==> config.mk <==
export PLATFORM = sky130hd
export DESIGN_NAME = dmi_arbiter
export DESIGN_NICKNAME = d
export VERILOG_FILES = /design/src/rtl/dmi_pkg.sv /design/src/rtl/rr_arbiter_pick.sv /design/src/rtl/dmi_arbiter.sv
export SDC_FILE = /design/constraint.sdc
export NUM_CORES = 1
export LEC_CHECK = 0
export ABC_AREA = 1
export CAP_MARGIN = 5
export CORE_AREA = 2 2 81 83
export DETAILED_ROUTE_END_ITERATION = 10
export DIE_AREA = 0 0 83 85
export GPL_ROUTABILITY_DRIVEN = 0
export PLACE_DENSITY = 0.82
export SLEW_MARGIN = 15
export SYNTH_ARGS = -nofsm -noshare
export SYNTH_HDL_FRONTEND = slang
export SYNTH_SLANG_ARGS = --single-unit
==> constraint.sdc <==
create_clock -name clk -period 2.9 [get_ports clk]
set_input_delay 0.725 -clock clk [delete_from_list [all_inputs] [get_ports clk]]
set_output_delay 0.725 -clock clk [all_outputs]
set_load 0.005 [all_outputs]
==> src/rtl/dmi_pkg.sv <==
// DMI bus widths, op/response codes shared with the DTMs, and the
// encoding of the DMI arbiter FSM.
package dmi_pkg;

  localparam int unsigned DEBUG_DATA_BITS = 32;
  localparam int unsigned DEBUG_ADDR_BITS = 7;
  localparam int unsigned DEBUG_OP_BITS   = 2;
  localparam int unsigned DBUS_REQ_BITS   = DEBUG_OP_BITS + DEBUG_ADDR_BITS + DEBUG_DATA_BITS;
  localparam int unsigned DBUS_RESP_BITS  = DEBUG_OP_BITS + DEBUG_DATA_BITS;

  typedef enum logic [1:0] {
    DMI_OP_NOP   = 2'd0,
    DMI_OP_READ  = 2'd1,
    DMI_OP_WRITE = 2'd2
  } t_dmi_op;

  typedef enum logic [1:0] {
    DMI_RESP_OK   = 2'd0,
    DMI_RESP_ERR  = 2'd2,
    DMI_RESP_BUSY = 2'd3
  } t_dmi_resp;

  // Legacy numeric encodings kept so existing state decoders keep matching.
  localparam logic [1:0] ARB_ST_IDLE = 2'd0;
  localparam logic [1:0] ARB_ST_REQ  = 2'd1;
  localparam logic [1:0] ARB_ST_RSP  = 2'd2;

  typedef enum logic [1:0] {
    IDLE = ARB_ST_IDLE,
    REQ  = ARB_ST_REQ,
    RSP  = ARB_ST_RSP
  } t_dmi_arb_state;

endpackage

==> src/rtl/rr_arbiter_pick.sv <==
// Combinational round-robin winner: scans requests starting one past
// last_gnt and wrapping; reusable for any shared-resource arbiter.
module rr_arbiter_pick #(
  parameter int unsigned N     = 2,
  parameter int unsigned IDX_W = (N > 1) ? $clog2(N) : 1
) (
  input  logic [N-1:0]     req,
  input  logic [IDX_W-1:0] last_gnt,
  output logic [IDX_W-1:0] idx,
  output logic             any
);

  always_comb begin
    int unsigned c;
    c   = '0;
    idx = '0;
    any = 1'b0;
    for (int unsigned i = 1; i <= N; i++) begin
      c = (32'(last_gnt) + i) % N;
      if (!any && req[c]) begin
        any = 1'b1;
        idx = IDX_W'(c);
      end
    end
  end

endmodule

==> src/rtl/dmi_arbiter.sv <==
// Shares one DM DMI slave port between N_MASTERS DTMs, one transaction at a
// time, round-robin. Define DMI_ARB_LOCK_EN to honour m_lock.
module dmi_arbiter #(
  parameter int unsigned N_MASTERS       = 2,
  parameter int unsigned DEBUG_DATA_BITS = dmi_pkg::DEBUG_DATA_BITS,
  parameter int unsigned DEBUG_ADDR_BITS = dmi_pkg::DEBUG_ADDR_BITS,
  parameter int unsigned DEBUG_OP_BITS   = dmi_pkg::DEBUG_OP_BITS,
  parameter int unsigned DBUS_REQ_BITS   = DEBUG_OP_BITS + DEBUG_ADDR_BITS + DEBUG_DATA_BITS,
  parameter int unsigned DBUS_RESP_BITS  = DEBUG_OP_BITS + DEBUG_DATA_BITS
) (
  input  logic                               clk,
  input  logic                               rst_n,
  input  logic [N_MASTERS-1:0]               m_req_valid,
  output logic [N_MASTERS-1:0]               m_req_ready,
  input  logic [N_MASTERS*DBUS_REQ_BITS-1:0] m_req_bits,
  output logic [N_MASTERS-1:0]               m_resp_valid,
  input  logic [N_MASTERS-1:0]               m_resp_ready,
  output logic [DBUS_RESP_BITS-1:0]          m_resp_bits,
  input  logic [N_MASTERS-1:0]               m_lock,
  output logic                               dm_req_valid,
  input  logic                               dm_req_ready,
  output logic [DBUS_REQ_BITS-1:0]           dm_req_bits,
  input  logic                               dm_resp_valid,
  output logic                               dm_resp_ready,
  input  logic [DBUS_RESP_BITS-1:0]          dm_resp_bits,
  output logic [N_MASTERS-1:0]               grant,
  output logic                               busy
);

  import dmi_pkg::*;

  localparam int unsigned IDX_W = (N_MASTERS > 1) ? $clog2(N_MASTERS) : 1;

  t_dmi_arb_state       state;
  logic [IDX_W-1:0]     gnt_idx;
  logic [IDX_W-1:0]     last_gnt;
  logic [IDX_W-1:0]     pick_idx;
  logic                 pick_any;
  logic [N_MASTERS-1:0] eligible;
  logic                 resp_phase;
  logic                 done;
  logic                 rr_frozen;

`ifdef DMI_ARB_LOCK_EN
  logic             locked;
  logic [IDX_W-1:0] lock_owner;
  logic             lock_hold;

  // Lock is released in the same IDLE cycle the owner drops m_lock.
  assign lock_hold = locked && m_lock[lock_owner];
  assign rr_frozen = locked;

  always_comb begin
    eligible = m_req_valid;
    if (lock_hold) begin
      eligible             = '0;
      eligible[lock_owner] = m_req_valid[lock_owner];
    end
  end

  always_ff @(posedge clk or negedge rst_n) begin
    if (!rst_n) begin
      locked     <= 1'b0;
      lock_owner <= '0;
    end else if (state == IDLE && locked && !m_lock[lock_owner]) begin
      locked <= 1'b0;
    end else if (done && m_lock[gnt_idx]) begin
      locked     <= 1'b1;
      lock_owner <= gnt_idx;
    end
  end
`else
  logic unused_lock;
  assign unused_lock = ^m_lock;
  assign rr_frozen   = 1'b0;
  assign eligible    = m_req_valid;
`endif

  rr_arbiter_pick #(
    .N     (N_MASTERS),
    .IDX_W (IDX_W)
  ) u_pick (
    .req      (eligible),
    .last_gnt (last_gnt),
    .idx      (pick_idx),
    .any      (pick_any)
  );

  // A response can only be taken once the request has been accepted,
  // which in REQ means in the same cycle as dm_req_ready.
  assign resp_phase = (state == RSP) || (state == REQ && dm_req_ready);
  assign done       = resp_phase && dm_resp_valid && m_resp_ready[gnt_idx];

  always_comb begin
    dm_req_valid  = (state == REQ);
    dm_req_bits   = m_req_bits[gnt_idx*DBUS_REQ_BITS +: DBUS_REQ_BITS];
    dm_resp_ready = resp_phase && m_resp_ready[gnt_idx];
    m_resp_bits   = dm_resp_bits;
    m_req_ready   = '0;
    m_resp_valid  = '0;
    grant         = '0;
    busy          = (state != IDLE);
    if (state != IDLE) begin
      grant[gnt_idx] = 1'b1;
    end
    if (state == REQ) begin
      m_req_ready[gnt_idx] = dm_req_ready;
    end
    if (resp_phase) begin
      m_resp_valid[gnt_idx] = dm_resp_valid;
    end
  end

  always_ff @(posedge clk or negedge rst_n) begin
    if (!rst_n) begin
      state    <= IDLE;
      gnt_idx  <= '0;
      last_gnt <= IDX_W'(N_MASTERS - 1);
    end else begin
      case (state)
        IDLE: begin
          if (pick_any) begin
            gnt_idx <= pick_idx;
            state   <= REQ;
          end
        end
        REQ, RSP: begin
          if (done) begin
            state <= IDLE;
            if (!rr_frozen) begin
              last_gnt <= gnt_idx;
            end
          end else if (state == REQ && dm_req_ready) begin
            state <= RSP;
          end
        end
        default: state <= IDLE;
      endcase
    end
  end

endmodule

# Yosys cells after proc, flatten, opt, wreduce, memory -nomap -nowiden
# Cells that the tools add are included.
# totals
ff_bits	4
latchBits	0
mem_bits_rw	0
rom_bits	0
input_bits	126
n_memories	0
# op_classes
addsub	2
multipliers	1
div	0
n_lt_le_gt_ge	4
eq_ne	4
shifts	1
muxes	19
n_bitwise	2
reduce_logical	14
# op_table
cell	count
indexed part select 82 x 8 -> 41 bit	1
two-way mux 2 bit	6
two-way mux 1 bit	11
multiplier 1 x 6 -> 7 bit (second input constant)	1
logical AND 1 bit	6
< comparator 1 x 2 -> 1 bit (second input constant)	3
AND reduction 2 bit	3
AND 2 bit	2
case mux 2 bit (2 select lines)	1
inequality test 3 bit (second input constant)	1
adder 1 bit (second input constant)	2
== test 2 x 1 -> 1 bit (second input constant)	1
== test 2 bit (second input constant)	1
zero test 2 bit	1
inequality test 2 bit (second input constant)	1
nonzero test 2 bit	1
OR reduction 2 bit	1
demux 1 bit (select 1 bit)	1
greater-or-equal comparator 1 bit (second input constant)	1
zero test 1 bit	1
logical OR 1 bit	1

# Logic depth before layout (Yosys ltp)
# depth
word_depth	9
mapped_depth	9
ltp_nobuf	9

# By module
# Synthesis repeated with hierarchy kept, for this count alone.
# unflattened
cells_unflattened	223
hier_area_um2	1149.9
# by_module_without_submodules
module	n_inst	cells_per_inst	area_each_um2	seq_area_each_um2
dmi_arbiter	1	220	1134.8	101.3
rr_arbiter_pick	1	3	15.0	0.0

# Worst setup path before layout
# No wires, ideal clock.
# synth_timing
kind	input-to-output
from	input dm_req_ready
to	output m_resp_valid[0]
arrival_time_ps	1076
t_required_ps	2175
path_slack_ps	1099
stages	4
n_path_buf	0
cell_sequence	nand2_2 nand2_1 nand2_2 nor2_1
# synth_between
elab_chain_cells	3
# synth_lines
element	line_no	text
start: declaration	dmi_arbiter.sv:21	input logic dm_req_ready,
logical AND 1 bit	dmi_arbiter.sv:91	assign resp_phase = (state == RSP) || (state == REQ && dm_req_ready);
logical OR 1 bit	dmi_arbiter.sv:91	
two-way mux 2 bit	dmi_arbiter.sv:109	if (resp_phase) begin
end: declaration	dmi_arbiter.sv:16	output logic [N_MASTERS-1:0] m_resp_valid,
# No other way between the ends.

# Worst setup path after layout
# layout_timing
from	input dm_req_ready
to	output m_resp_valid[1]
# Same word-level chain as after synthesis.

==> summary.md <==
| Metric | Value |
|---|---|
| WL/cell | 10.86 um |
| Total clock sinks | 4 |
| Most common library cells after synthesis | nand2_1, buf_4, inv_1, nand2_2, nor2_1 |
| Post-DP HPWL | 3613 um |
| Post-layout min period | approximately 2800 ps |
| Critical path's largest stage delay | about 500 ps |
| Fin Hold WS | 487.4 ps |
| Bufs and invs on worst path | 2 |
| # Post-CTS Setup Buffers | 0 |
| Syn-to-layout area delta | 106.1% |
| Number of top-level pins | 210 |
| Largest family of logic cells by synthesized area | simple AND/OR/NAND/NOR gates |
| Row count | 29 |
| Gr usage total | 0.1129 |
| Post-synth EDFFs | 0 |
| Number of diodes | 0 |
| Post-Synth XOR/XNOR Area | 0 |
| RSZ-0062 raised after global routing | false |
| Post-Synth Adder-Cell Area | 0.04315 |
| Core ar. | about 0.0062 mm^2 |
| Mapped Area | 0.001160 mm^2 |
| Synth Flop Type | dfrtp_1 |
| H-tree depth | 1 |
| YS warnings | 0 |
| Gr ovfl total | 0 |
| Synth cell types | 19 |
| Worst path required time | 2170 ps |
| Net Sw Frac | 0.4178 |
| Sequential area share after synthesis | 0.08738 |
| CTS resizes | 0 |
| Async SR Flop Fraction | 1.000 |
| Worst Hold Class | register to register |
| Die area | 0.007055 mm^2 |
| Clk Latency, worst-skew pair | 220 ps |
| Switching pwr | 0.0006944 W |
| Outcome | finished clean |
| Power Total | around 0.0017 W |
| Cell leakage power | 1.155 nW |
| CP Capture Type | output port |
| CTS Buf Count | 3 |
| Syn Nets | 352 |
| Final ANT Viol Nets | 0 |
| Chip width | roughly 83 um |
| Synth Area in Simple Gates | 0.5307 |
| Internal Dissipation | 0.0009675 W |
| Worst slew pin tran | about 490 ps |
| Maximum vdd drop | 0.6026 mV |
| Post-Syn Area per Cell | between 5 and 6 um^2 |
| Hold Violations, Final | 0 |
| Sequence of cells on the critical path | clkdlybuf4s50_1 > nand2_2 > nand2_1 > nand2_2 > nor2_1 > clkdlybuf4s50_1 |
| Pin count of the biggest net entering global routing | 47 |
| P per Cell Area | 695.0 mW/mm^2 |
| TNS Setup | 0 ps |
| Vias per inst | just under 4 |
| Die height | between 80 and 90 um |
| Nets | 455 |
| Worst Path Arrival | 2090 ps |
| Seq pwr share | 0.063 |
| Relative slew slack | 0.6735 |
| Multiplexer share of the synthesized area | 0 |
| # DRC | 0 |
| First-pass GRT wire length | 6796 um |
| Crit-path max FO | 6 |
| DRT Pass-1 Iters | 4 |
| Max clock buf depth | 2 |
| # hold bufs at CTS | 0 |
| WS Path Type | input pin to output port |
| Combinational share of power | 0.859 |
| Post-Synthesis Cells | 222 |
| Startpoint Class | input pin |
| CTS root buf | clkbuf_8 |
| Port Buffers | 139 |
| Flops & latches, synth | 4 |
| Synth area leaders | nand2_1, buf_4, dfrtp_1, ha_1, inv_1 |
| Fraction of layout cells with a size suffix above 1 | 0.05556 |
| Starting Density | 0.1869 |
| Clock power frac | 0.078 |
| Crit-path slowest cell | clkdlybuf4s50_1 |
| Clk slew on worst S/H paths | around 30 ps |
| Routed via count | around 1.6k |
| Final setup fails | 0 |
| Top delay family on crit path | buffers and inverters |
| 1st-iter DRT viols | 42 |
| Max-cap violation count | 0 |
| TritonCTS clock tree | yes |
| Cell with the most instances after synthesis | nand2_1 |
| Synth top area share | 0.4369 |
| Slew Viols, Final | 0 |
| Synth area leader | nand2_1 |
| Drt total wl | 4354 um |
| Synth Area in Compound Gates | 0.02050 |
| Clock skew | 1.098 ps |
| Final worst path period share | 0.9713 |
| Initial antenna violation count | 0 |
| Fmax | roughly 0.36 GHz |
| Vias in the first global route | 1503 |
==> state kept, by name, indices dropped and copies added (netlist names) <==
name / cells
gnt_idx: 1
last_gnt: 1
state: 2
==> routing by layer <==
metal | global-route usage | up-vias | share of wire
li1 | - | 826 | -
met1 | 0.1171 | 659 | 0.37
met2 | 0.2214 | 62 | 0.54
met3 | 0.02432 | 8 | 0.079
met4 | 0.04173 | 0 | 0.013
met5 | 0 | - | 0
==> kinds of logic (layout without fill, tap and decap cells) <==
kind of cell               Yosys count  count (layout)
and+or+nand+nor                    154             154
buffers and inverters               56             158
adders and majority gates            4               4
AOI/OAI and AO/OA                    4               4
DFF                                  4               4
==> layout make-up <==
class	count	area [um^2]
sequential	4	101.3
multi-input combinational	162	689.4
tap	77	96.34
fill	624	3814
timing repair buffer	142	1414
clock buffer	4	45.04
inverter	12	45.04
==> tightest hold or removal path, delay by kind of cell (launching register included) <==
family	cells	cell delay, ps
AND/OR/NAND/NOR	1	70
flip-flops	1	360
AO/OA/AOI/OAI	1	50
==> metrics by stage <==
stage | util | setup slack (ps) | cells | area [um^2]
2_1_floorplan | - | 1099 | 222 | 1160
3_3_place_gp | 0.3781 | 100.9 | 397 | 2346
3_5_place_dp | 0.3781 | 70.79 | 397 | 2346
4_1_cts | 0.3854 | 67.88 | 401 | 2391
5_1_grt | 0.3854 | 21.66 | 401 | 2391
6_report | 0.3854 | 83.18 | 401 | 2391
==> power by group through the flow <==
stage	clock, W	sequential, W	combinational (W)
2_1_floorplan	0	0.000102	0.000706
3_5_place_dp	0	0.000105	0.00145
5_1_grt	0.000132	0.000107	0.00159
3_3_place_gp	0	0.000104	0.00142
4_1_cts	0.000132	0.000105	0.00145
6_report	0.000129	0.000105	0.00143
==> path summary, 6_finish.rpt <==
path / startpoint / endpoint / depth (start not counted) / slack, ps
max: dm_req_ready / m_resp_valid[1] / 6 / 80
max in group asynchronous: rst_n / last_gnt$_DFFE_PN1P_ / 1 / 1960
min in group asynchronous: rst_n / gnt_idx$_DFFE_PN0P_ / 1 / 700
max reg2reg: gnt_idx$_DFFE_PN0P_ / state[1]$_DFFE_PN0P_ / 8 / 1510
min: last_gnt$_DFFE_PN1P_ / last_gnt$_DFFE_PN1P_ / 2 / 490
min reg2reg: last_gnt$_DFFE_PN1P_ / last_gnt$_DFFE_PN1P_ / 2 / 490
==> cells in the final DEF (no fill, tap or decap) <==
cell / count
dfstp_2: 1
inv_1: 11
clkbuf_8: 3
nand4_1: 1
buf_4: 3
nand3_2: 1
nand2_1: 135
o21ai_0: 1
nand3_1: 3
nor2_1: 6
clkbuf_1: 1
clkdlybuf4s50_1: 139
dfrtp_1: 3
nand2_2: 6
nor2_4: 1
o21ai_2: 1
ha_1: 4
nor2_2: 1
a21oi_1: 2
inv_2: 1
Power figures use the tool's default switching activity.
